**src/rtl/generic_io_dft_pkg.sv**
```systemverilog
`default_nettype none
// =============================================================================
// Module   : generic_io_dft_pkg
// Purpose  : Shared state encoding and default widths for the IO-DFT sequencer.
// Revision : 1.0
// =============================================================================
package generic_io_dft_pkg;

    localparam int IO_DFT_MISR_LFSR_DW_DEF = 8;
    localparam int IO_DFT_CNT_W_DEF        = 16;
    localparam int IO_DFT_LOAD_CYC_DEF     = 2;
    localparam int IO_DFT_IN_FB_DLY_DEF    = 1;

    typedef enum logic [2:0] {
        IO_DFT_SEQ_IDLE  = 3'd0,
        IO_DFT_SEQ_LOAD  = 3'd1,
        IO_DFT_SEQ_ARM   = 3'd2,
        IO_DFT_SEQ_RUN   = 3'd3,
        IO_DFT_SEQ_DRAIN = 3'd4,
        IO_DFT_SEQ_CHECK = 3'd5,
        IO_DFT_SEQ_DONE  = 3'd6
    } io_dft_seq_state_e;

endpackage
`default_nettype wire

```
**src/rtl/generic_io_dft_seq_cnt.sv**
```systemverilog
`default_nettype none
// =============================================================================
// Module   : generic_io_dft_seq_cnt
// Purpose  : Loadable down-counter; tc_o flags the last counted cycle (count<=1).
// Revision : 1.0
// =============================================================================
module generic_io_dft_seq_cnt
    import generic_io_dft_pkg::*;
#(
    parameter int CNT_W = IO_DFT_CNT_W_DEF
) (
    input  logic             clk_i,
    input  logic             rst_n_i,
    input  logic             load_i,
    input  logic [CNT_W-1:0] load_val_i,
    input  logic             dec_i,
    output logic             tc_o
);

    logic [CNT_W-1:0] cnt_q;

    always_ff @(posedge clk_i) begin
        if (!rst_n_i) begin
            cnt_q <= '0;
        end else if (load_i) begin
            cnt_q <= load_val_i;
        end else if (dec_i && (cnt_q != '0)) begin
            cnt_q <= cnt_q - 1'b1;
        end
    end

    // Treating zero as terminal too keeps a stray empty count from stalling the FSM.
    assign tc_o = (cnt_q[CNT_W-1:1] == '0);

endmodule
`default_nettype wire

```
**src/rtl/generic_io_dft_seq.sv**
```systemverilog
`default_nettype none
// =============================================================================
// Module   : generic_io_dft_seq
// Purpose  : Timed seed-load / capture / drain / compare sequencer for the input MISR.
// Revision : 1.0
// =============================================================================
module generic_io_dft_seq
    import generic_io_dft_pkg::*;
#(
    parameter int MISR_LFSR_DW     = IO_DFT_MISR_LFSR_DW_DEF,
    parameter int CNT_W            = IO_DFT_CNT_W_DEF,
    parameter int LOAD_CYC         = IO_DFT_LOAD_CYC_DEF,
    parameter int IO_DFT_IN_FB_DLY = IO_DFT_IN_FB_DLY_DEF
) (
    input  logic                    func_clk,
    input  logic                    func_rst_n,
    input  logic                    seq_go,
    input  logic [CNT_W-1:0]        seq_run_len,
    input  logic [MISR_LFSR_DW-1:0] seq_exp_sig,
    input  logic [MISR_LFSR_DW-1:0] seq_sig_mask,
    input  logic [MISR_LFSR_DW-1:0] misr_sig,
    output logic                    dft_en,
    output logic                    dft_start,
    output logic                    seq_busy,
    output logic                    seq_done,
    output logic                    seq_pass,
    output logic [MISR_LFSR_DW-1:0] seq_sig,
    output logic [2:0]              seq_state
);

    localparam logic [CNT_W-1:0] C_LOAD_CNT  = CNT_W'(LOAD_CYC);
    localparam logic [CNT_W-1:0] C_DRAIN_CNT = CNT_W'(IO_DFT_IN_FB_DLY + 1);

    io_dft_seq_state_e         state_q, state_d;
    logic                      go_q;
    logic [CNT_W-1:0]          run_len_q, run_len_d;
    logic                      dft_en_q, dft_start_q, busy_q, done_q, pass_q;
    logic [MISR_LFSR_DW-1:0]   sig_q;

    logic                      w_start_evt;
    logic                      w_cnt_load;
    logic [CNT_W-1:0]          w_cnt_load_val;
    logic                      w_cnt_dec;
    logic                      w_cnt_tc;

    assign w_start_evt = seq_go && !go_q;

    generic_io_dft_seq_cnt #(
        .CNT_W (CNT_W)
    ) u_cnt (
        .clk_i      (func_clk),
        .rst_n_i    (func_rst_n),
        .load_i     (w_cnt_load),
        .load_val_i (w_cnt_load_val),
        .dec_i      (w_cnt_dec),
        .tc_o       (w_cnt_tc)
    );

    // The single counter is reloaded on every timed-state entry; aborts clear it.
    always_comb begin
        state_d        = state_q;
        run_len_d      = run_len_q;
        w_cnt_load     = 1'b0;
        w_cnt_load_val = '0;
        w_cnt_dec      = 1'b0;
        case (state_q)
            IO_DFT_SEQ_IDLE: begin
                if (w_start_evt) begin
                    state_d        = IO_DFT_SEQ_LOAD;
                    run_len_d      = seq_run_len;
                    w_cnt_load     = 1'b1;
                    w_cnt_load_val = C_LOAD_CNT;
                end
            end
            IO_DFT_SEQ_LOAD: begin
                if (!seq_go) begin
                    state_d    = IO_DFT_SEQ_IDLE;
                    w_cnt_load = 1'b1;
                end else if (w_cnt_tc) begin
                    state_d = IO_DFT_SEQ_ARM;
                end else begin
                    w_cnt_dec = 1'b1;
                end
            end
            IO_DFT_SEQ_ARM: begin
                w_cnt_load = 1'b1;
                if (!seq_go) begin
                    state_d = IO_DFT_SEQ_IDLE;
                end else if (run_len_q == '0) begin
                    state_d        = IO_DFT_SEQ_DRAIN;
                    w_cnt_load_val = C_DRAIN_CNT;
                end else begin
                    state_d        = IO_DFT_SEQ_RUN;
                    w_cnt_load_val = run_len_q;
                end
            end
            IO_DFT_SEQ_RUN: begin
                if (!seq_go) begin
                    state_d    = IO_DFT_SEQ_IDLE;
                    w_cnt_load = 1'b1;
                end else if (w_cnt_tc) begin
                    state_d        = IO_DFT_SEQ_DRAIN;
                    w_cnt_load     = 1'b1;
                    w_cnt_load_val = C_DRAIN_CNT;
                end else begin
                    w_cnt_dec = 1'b1;
                end
            end
            IO_DFT_SEQ_DRAIN: begin
                if (!seq_go) begin
                    state_d    = IO_DFT_SEQ_IDLE;
                    w_cnt_load = 1'b1;
                end else if (w_cnt_tc) begin
                    state_d = IO_DFT_SEQ_CHECK;
                end else begin
                    w_cnt_dec = 1'b1;
                end
            end
            IO_DFT_SEQ_CHECK: begin
                state_d = IO_DFT_SEQ_DONE;
            end
            IO_DFT_SEQ_DONE: begin
                if (!seq_go) begin
                    state_d = IO_DFT_SEQ_IDLE;
                end
            end
            default: begin
                state_d    = IO_DFT_SEQ_IDLE;
                w_cnt_load = 1'b1;
            end
        endcase
    end

    // Outputs are decoded from the next state so they line up with state_q.
    always_ff @(posedge func_clk) begin
        if (!func_rst_n) begin
            state_q     <= IO_DFT_SEQ_IDLE;
            go_q        <= 1'b0;
            run_len_q   <= '0;
            dft_en_q    <= 1'b0;
            dft_start_q <= 1'b0;
            busy_q      <= 1'b0;
            done_q      <= 1'b0;
            pass_q      <= 1'b0;
            sig_q       <= '0;
        end else begin
            state_q     <= state_d;
            go_q        <= seq_go;
            run_len_q   <= run_len_d;
            dft_en_q    <= (state_d != IO_DFT_SEQ_IDLE) && (state_d != IO_DFT_SEQ_LOAD);
            dft_start_q <= (state_d == IO_DFT_SEQ_RUN);
            busy_q      <= (state_d == IO_DFT_SEQ_LOAD)  || (state_d == IO_DFT_SEQ_ARM) ||
                           (state_d == IO_DFT_SEQ_RUN)   || (state_d == IO_DFT_SEQ_DRAIN) ||
                           (state_d == IO_DFT_SEQ_CHECK);
            done_q      <= (state_d == IO_DFT_SEQ_DONE);
            if (state_q == IO_DFT_SEQ_CHECK) begin
                sig_q  <= misr_sig;
                pass_q <= ~|((misr_sig ^ seq_exp_sig) & seq_sig_mask);
            end else if (state_d != IO_DFT_SEQ_DONE) begin
                pass_q <= 1'b0;
            end
        end
    end

    assign dft_en    = dft_en_q;
    assign dft_start = dft_start_q;
    assign seq_busy  = busy_q;
    assign seq_done  = done_q;
    assign seq_pass  = pass_q;
    assign seq_sig   = sig_q;
    assign seq_state = state_q;

endmodule
`default_nettype wire

```
**config.mk**
```make
export PLATFORM = sky130hd
export DESIGN_NAME = generic_io_dft_seq
export DESIGN_NICKNAME = d
export VERILOG_FILES = /design/src/rtl/generic_io_dft_pkg.sv /design/src/rtl/generic_io_dft_seq_cnt.sv /design/src/rtl/generic_io_dft_seq.sv
export SDC_FILE = /design/constraint.sdc
export NUM_CORES = 1
export LEC_CHECK = 0
export ABC_AREA = 1
export CELL_PAD_IN_SITES_DETAIL_PLACEMENT = 0
export CELL_PAD_IN_SITES_GLOBAL_PLACEMENT = 1
export CORE_ASPECT_RATIO = 1.2
export CORE_MARGIN = 4
export CORE_UTILIZATION = 35
export DETAILED_ROUTE_END_ITERATION = 6
export PLACE_DENSITY_LB_ADDON = 0.1
export SETUP_SLACK_MARGIN = 0.02
export SYNTH_ARGS = -nofsm -noshare
export SYNTH_HDL_FRONTEND = slang
export SYNTH_SLANG_ARGS = --single-unit
```
**constraint.sdc**
```tcl
create_clock -name func_clk -period 2.1 [get_ports func_clk]
set_input_delay 0.42 -clock func_clk [delete_from_list [all_inputs] [get_ports func_clk]]
set_output_delay 0.42 -clock func_clk [all_outputs]
set_load 0.05 [all_outputs]
```
==> flow_metrics.py, run 1 <==
metrics = {
    "cts": {
        "cts_tree": "yes",
        "clk_pin_slew_ns": 0.10,
        "holdBufCountCts": 0,
        "cts_buffer_depth": 2,
        "cts_sinks": 49,
        "clock_latency_ns": 0.31,
        "htreeDepth": 2,
        "cts_made_buffers": 5,
        "root_buffer": "clkbuf_8",
    },
    "global_route": {
        "grt_max_degree": 31,
        "grtUsageTotal_pct": 16.5,
        "grt_pass1_wl_mm": 12.3,
        "overflow": 0,
        "grt_pass1_vias": 2791,
        "antenna_found_initial": 0,
    },
    "synthesis": {
        "yosys-top-cells-count": "nor2_1 (111), nand2_1 (77), dfxtp_1 (49), o21ai_0 (38), inv_1 (33)",
        "synthAdderAreaFrac_pct": 0.458,
        "yosys.cell_count.top_type": "nor2_1",
        "synth_area_per_cell_um2": 6.39,
        "ys_types": 33,
        "ys_warn_count": 0,
        "synth_nets": 472,
        "yosysTopAreaCellShare_pct": 35.9,
        "synth.mux.area_fraction_pct": 0,
        "yosys.area_share.simple_pct": 39.8,
        "yosysTopAreaCell": "dfxtp_1",
        "ys_ff_latch": 49,
        "synthArstFlopShare_pct": 0,
        "synthTopCellsByArea": "dfxtp_1 (36%), nor2_1 (15%), nand2_1 (11%)",
        "synth-seq-area-share_pct": 35.9,
        "synth_xor_area_share_pct": 1.92,
        "synth_top_family_by_area": "simple AND/OR/NAND/NOR gates",
        "synth-edff-count": 0,
        "synth_compound_area_share_pct": 14.0,
        "syn-cell-area_mm2": 0.00273,
        "syn-instance-count": 428,
        "synthFlopType": "dfxtp_1",
    },
    "setup_path": {
        "crit_type": "flop to output pin",
        "critical_path_buf_inv_count": 1,
        "crit_slowest_cell": "clkdlybuf4s50_1",
        "worstPathRequired_ns": 1.68,
        "cp-end-kind": "output pin",
        "cpPeakStageDelay_ns": 0.85,
        "crit_family": "buffers and inverters",
        "cp_max_fo": 6,
        "cp.arrival_ns": 1.61,
        "cp-start-kind": "flop",
        "cp_cell_sequence": "clkdlybuf4s50_1",
    },
    "routing": {
        "wl_per_cell_um": 12.3,
        "vias_per_cell": 4.74,
        "drt-total-wl_mm": 7.24,
        "ant_nets": 0,
        "drt_iter0_markers": 77,
        "first_pass_iters": 4,
        "drc": 0,
        "via_count": 2781,
    },
    "sta": {
        "clock.fmax_ghz": 0.492,
        "tns_ns": 0,
        "fin_crit_ns": 2.03,
        "worst_pin_slew_ns": 0.523,
        "worst_clock_skew_ns": 0.0157,
        "slew_headroom_pct": 65.0,
        "rsz0062_at_grt": "no",
        "setup_viol": 0,
        "fin_crit_sh_pct": 96.7,
        "drv_slew": 0,
        "hold_viol_final": 0,
    },
    "die": {
        "num_rows": 35,
        "die_y_um": 105,
        "core-area_mm2": 0.00766,
        "die_w_um": 88.7,
        "initial_core_util_pct": 35.7,
        "dieArea_mm2": 0.00929,
        "pin_count": 59,
    },
    "power": {
        "finalPower_mw": 2.62,
        "leakage_nw": 1.54,
        "ir_drop_mv": 0.367,
        "powerDensity_mw_per_mm2": 733,
    },
    "placed_design": {
        "place_area_mm2": 0.00345,
        "hpwlAfterDp_mm": 5.75,
        "port-buffer-count": 58,
        "finalWeightedCongestion": 0.810,
    },
    "finish": {
        "register_area_um2": 981,
        "fillers": 831,
        "multi_input_area_mm2": 0.00154,
        "syn2layout_area_growth_pct": 30.6,
        "diodes": 0,
        "layout.nets": 538,
        "finalInstanceArea_mm2": 0.00357,
        "drive_gt1_share_pct": 10.3,
    },
    "worst_hold_path": {
        "hold_path_class": "flop to flop",
    },
    "run_status": {
        "outcome": "finished clean",
    },
    "job": {
        "maxCapViolations": 0,
    },
}
[sequential cells by signal (all words and copies together) (netlist names)]
register,flops
dft_en,1
dft_start,1
go_q,1
run_len_q,16
seq_busy,1
seq_done,1
seq_pass,1
seq_sig,8
seq_state,3
u_cnt.cnt_q,16
[placed cells by master, fill, tap and decap left out, drive strengths merged]
cell type and instances:
o31ai 1, dlymetal6s2s 1, buf 15, nor3 3, and2 2, dfxtp 49
nand2 83, clkinv 3, bufinv 1, nand4 4, or2 7, ha 1
clkdlybuf4s50 56, inv 36, a21oi 14, nor3b 1, nand3 32, nor2 118
a31oi 1, xor2 6, o21ai 56, clkbuf 5
[cell families after synthesis]
kind of cell | after synthesis
buf+inv | 50
xor+xnor | 6
compound gates | 72
flops | 49
fa+ha+maj | 1
simple gates | 250
[worst min-delay path, delay by kind of cell (launching register included)]
family | cells | cell delay (ns)
compound gates | 1 | 0.05
buf+inv | 1 | 0.05
flops | 1 | 0.32
[what timing repair did]
action	4_1_cts	5_1_grt
gates resized for setup	0	1
endpoints found under the setup margin	0	1
setup buffers	0	0
[metrics by stage]
step	cells	utilization (%)	setup WS, ns	hold slack [ns]
final	587	46.6	0.0687	0.446
after global routing	587	46.6	0.0315	0.468
after CTS	587	46.5	0.0324	0.451
after detailed placement	579	45.1	0.0479	0.436
after global placement	579	45.1	0.0691	0.430
after floorplan	428	-	0.159	0.478
[metal layers]
layer / GRT usage [%] / routed length [um]
met2: 29.5 / 3560
met3: 4.10 / 341
met5: 0 / 0
met4: 5.51 / 171
met1: 18.4 / 3170
[cell type report]
cell class              count  area share [%]
inverters                  37            3.89
clock inverters             3            1.23
clock buffers               5            1.93
multi-input cells         329            43.0
flip-flops and latches     49            27.5
repair buffers             72            19.2
well taps                  92            3.22
[where the power goes]
part / total (mW) / switching, mW / internal (mW)
registers: 1.11 / 0.0959 / 1.01
clock network: 0.688 / 0.331 / 0.357
logic: 0.818 / 0.478 / 0.340
total: 2.62 / 0.904 / 1.71
[final timing paths]
kind	start	slack (ns)	to	cells past startpoint
max	seq_state[2]	0.07	seq_state[2]	1
min	seq_sig[1]	0.45	seq_sig[1]	2
max reg2reg	u_cnt.cnt_q[0]	0.28	u_cnt.cnt_q[2]	10
min reg2reg	seq_sig[1]	0.45	seq_sig[1]	2
(Power assumes the default switching activity.)
==> run 2: changes to the inputs <==
CORE_UTILIZATION = 36   (was 35)
SYNTH_HIERARCHICAL = 1   (was not set)
==> flow_metrics.py, run 2 <==
metrics = {
    "run_status": {
        "outcome": "finished clean",
    },
    "finish": {
        "syn2layout_area_growth_pct": 41.1,
        "drive_gt1_share_pct": 20.5,
        "fin_util_pct": 52.2,
        "layout_common_cells": "nand2_1 (93), nor2_1 (74), clkdlybuf4s50_1 (55)",
        "final_common_cell": "nand2_1",
        "diodes": 0,
        "fillers": 801,
        "layout.nets": 580,
        "finalInstanceArea_mm2": 0.00403,
    },
    "synthesis": {
        "syn-cell-area_mm2": 0.00285,
        "ys_types": 37,
        "ys_ff_latch": 49,
        "yosysTopAreaCellShare_pct": 34.4,
        "synthArstFlopShare_pct": 0,
        "synth-seq-area-share_pct": 34.4,
        "ys_warn_count": 6,
        "synthTopCellsByArea": "dfxtp_1 (34%), nand2_1 (13%), nor2_1 (10%)",
        "yosysTopAreaCell": "dfxtp_1",
        "synthFlopType": "dfxtp_1",
        "yosys-top-cells-count": "nand2_1 (95), nor2_1 (79), dfxtp_1 (49), inv_1 (45), a21oi_1 (33)",
        "yosys.cell_count.top_type": "nand2_1",
        "synth-edff-count": 0,
        "synth_area_per_cell_um2": 6.45,
        "synth_nets": 486,
        "syn-instance-count": 442,
    },
    "placed_design": {
        "finalWeightedCongestion": 0.833,
        "place_area_mm2": 0.00377,
        "port-buffer-count": 58,
        "hpwlAfterDp_mm": 6.15,
    },
    "die": {
        "die_y_um": 106,
        "core-area_mm2": 0.00771,
        "die_w_um": 89.3,
        "pin_count": 59,
        "dieArea_mm2": 0.00942,
        "initial_core_util_pct": 37.0,
        "num_rows": 35,
    },
    "routing": {
        "drc": 0,
        "first_pass_iters": 4,
        "vias_per_cell": 4.81,
        "drt_iter0_markers": 89,
        "via_count": 3025,
        "ant_nets": 0,
        "drt-total-wl_mm": 7.96,
        "wl_per_cell_um": 12.7,
    },
    "sta": {
        "rsz0062_at_grt": "yes",
        "drv_slew": 0,
        "clock.fmax_ghz": 0.502,
        "worst_pin_slew_ns": 0.507,
        "fin_crit_ns": 1.99,
        "tns_ns": 0,
        "hold_viol_final": 0,
        "worst_clock_skew_ns": 0.00541,
        "fin_crit_sh_pct": 94.8,
        "setup_viol": 0,
        "slew_headroom_pct": 66.1,
    },
    "power": {
        "leakage_nw": 1.93,
        "ir_drop_mv": 0.397,
        "powerDensity_mw_per_mm2": 725,
    },
    "cts": {
        "cts_sinks": 49,
        "cts_tree": "yes",
        "cts_buffer_depth": 2,
        "clock_latency_ns": 0.31,
        "holdBufCountCts": 0,
        "clk_pin_slew_ns": 0.10,
        "htreeDepth": 2,
        "cts_made_buffers": 5,
        "root_buffer": "clkbuf_8",
    },
    "setup_path": {
        "worstPathRequired_ns": 2.34,
        "rr_startpoint": "u_cnt/cnt_q[10]",
        "worst-r2r-setup-slack_ns": 0.11,
        "cp-start-kind": "flop",
        "reg2reg_depth": 13,
        "r2r_end": "u_cnt/cnt_q[5]",
        "crit_type": "flop to flop",
        "cp_max_fo": 7,
        "cpPeakStageDelay_ns": 0.35,
        "crit_slowest_cell": "dfxtp_2",
        "cp.arrival_ns": 2.23,
        "cp_cell_sequence": "nor2_4, nand2_2, nor3_2, nor3b_2, nor2_2, inv_2, a21oi_1, o211ai_1, inv_2, buf_12, o211ai_1, nor2_1, nor3_1",
        "cp-end-kind": "flop",
    },
    "worst_hold_path": {
        "hold_path_class": "flop to flop",
        "holdPathEnd": "run_len_q[0]",
        "min_from": "run_len_q[0]",
        "min_path_cells": 2,
    },
    "global_route": {
        "grt_pass1_vias": 2930,
        "grt_max_degree": 43,
        "antenna_found_initial": 0,
        "overflow": 0,
        "grtUsageTotal_pct": 17.4,
        "grt_pass1_wl_mm": 13.1,
    },
    "job": {
        "maxCapViolations": 0,
    },
}
[run 2: cell types whose count changed after synthesis, sizes merged, moves of 14 or more]
| cell | before | now |
|---|---|---|
| nor2 | 118 | 88 |
| o21ai | 56 | 40 |
| a21oi | 14 | 35 |
| nand2 | 83 | 103 |
| inv | 35 | 49 |
[run 2: timing repair]
action	CTS	global route
gates resized for setup	1	22
pin swaps	0	8
gates cloned	0	1
setup buffers	0	8
endpoints found under the setup margin	3	20
[run 2: final cells by class]
| type | instances | area, um^2 | area share [%] |
|---|---|---|---|
| inverters | 50 | 190 | 4.72 |
| flip-flops and latches | 49 | 990 | 24.6 |
| clock inverters | 3 | 47.5 | 1.18 |
| repair buffers | 102 | 981 | 24.4 |
| multi-input cells | 328 | 1630 | 40.6 |
| clock buffers | 5 | 68.8 | 1.71 |
| well taps | 92 | 115 | 2.86 |
[run 2: per-layer routing]
metal  vias up  wire length, um  share of wire, %  global-route usage [%]
met3        12              386               4.8                    3.91
met2        81             3980                50                    29.9
met5         -                0                 0                       0
met1      1334             3460                43                    21.1
li1       1598                -                 -                       -
met4         0              130               1.6                    5.74
[run 2: how the worst max path moves through the flow]
stage                    start               to  slack (ns)
4_1_cts         u_cnt/cnt_q[9]  u_cnt/cnt_q[12]        0.02
5_1_grt        u_cnt/cnt_q[10]   u_cnt/cnt_q[5]       -0.07
6_report       u_cnt/cnt_q[10]   u_cnt/cnt_q[5]        0.11
2_1_floorplan  u_cnt/cnt_q[11]   u_cnt/cnt_q[0]        0.03
3_3_place_gp            seq_go  u_cnt/cnt_q[10]       -0.08
3_5_place_dp            seq_go   u_cnt/cnt_q[6]       -0.14
[run 2: cells by family (layout without fill, tap and decap cells)]
kind of cell,after synthesis,in the layout,share of synthesized area (%)
AO/OA/AOI/OAI,82,82,16.0
buffers and inverters,65,160,10.3
AND/OR/NAND/NOR,244,244,38.6
multiplexers,1,1,0.351
flip-flops,49,49,34.4
adder cells (fa/ha/maj),1,1,0.439
[run 2: critical path: cells and delay by family, from the launching register on]
kind | cells | cell delay (ns)
AOI/OAI and AO/OA | 3 | 0.33
buffers and inverters | 3 | 0.41
DFF | 1 | 0.35
and+or+nand+nor | 7 | 0.85
[run 2: report_power, final]
| group | switching [mW] | internal [mW] | leakage [nW] |
|---|---|---|---|
| Clock | 0.351 | 0.364 | 0.0591 |
| Sequential | 0.0466 | 1.00 | 0.404 |
| Combinational | 0.644 | 0.510 | 1.47 |
| Total | 1.04 | 1.88 | 1.93 |
[run 2: metrics by stage]
step | power [mW] | hold WS, ns | instances | worst slack (ns)
after floorplan | 1.75 | 0.444 | 442 | 0.0345
after global placement | 2.13 | 0.458 | 612 | -0.0843
after detailed placement | 2.13 | 0.463 | 612 | -0.137
after CTS | 2.85 | 0.478 | 620 | 0.0241
after global routing | 3.11 | 0.510 | 629 | -0.0680
final | 2.92 | 0.474 | 629 | 0.109
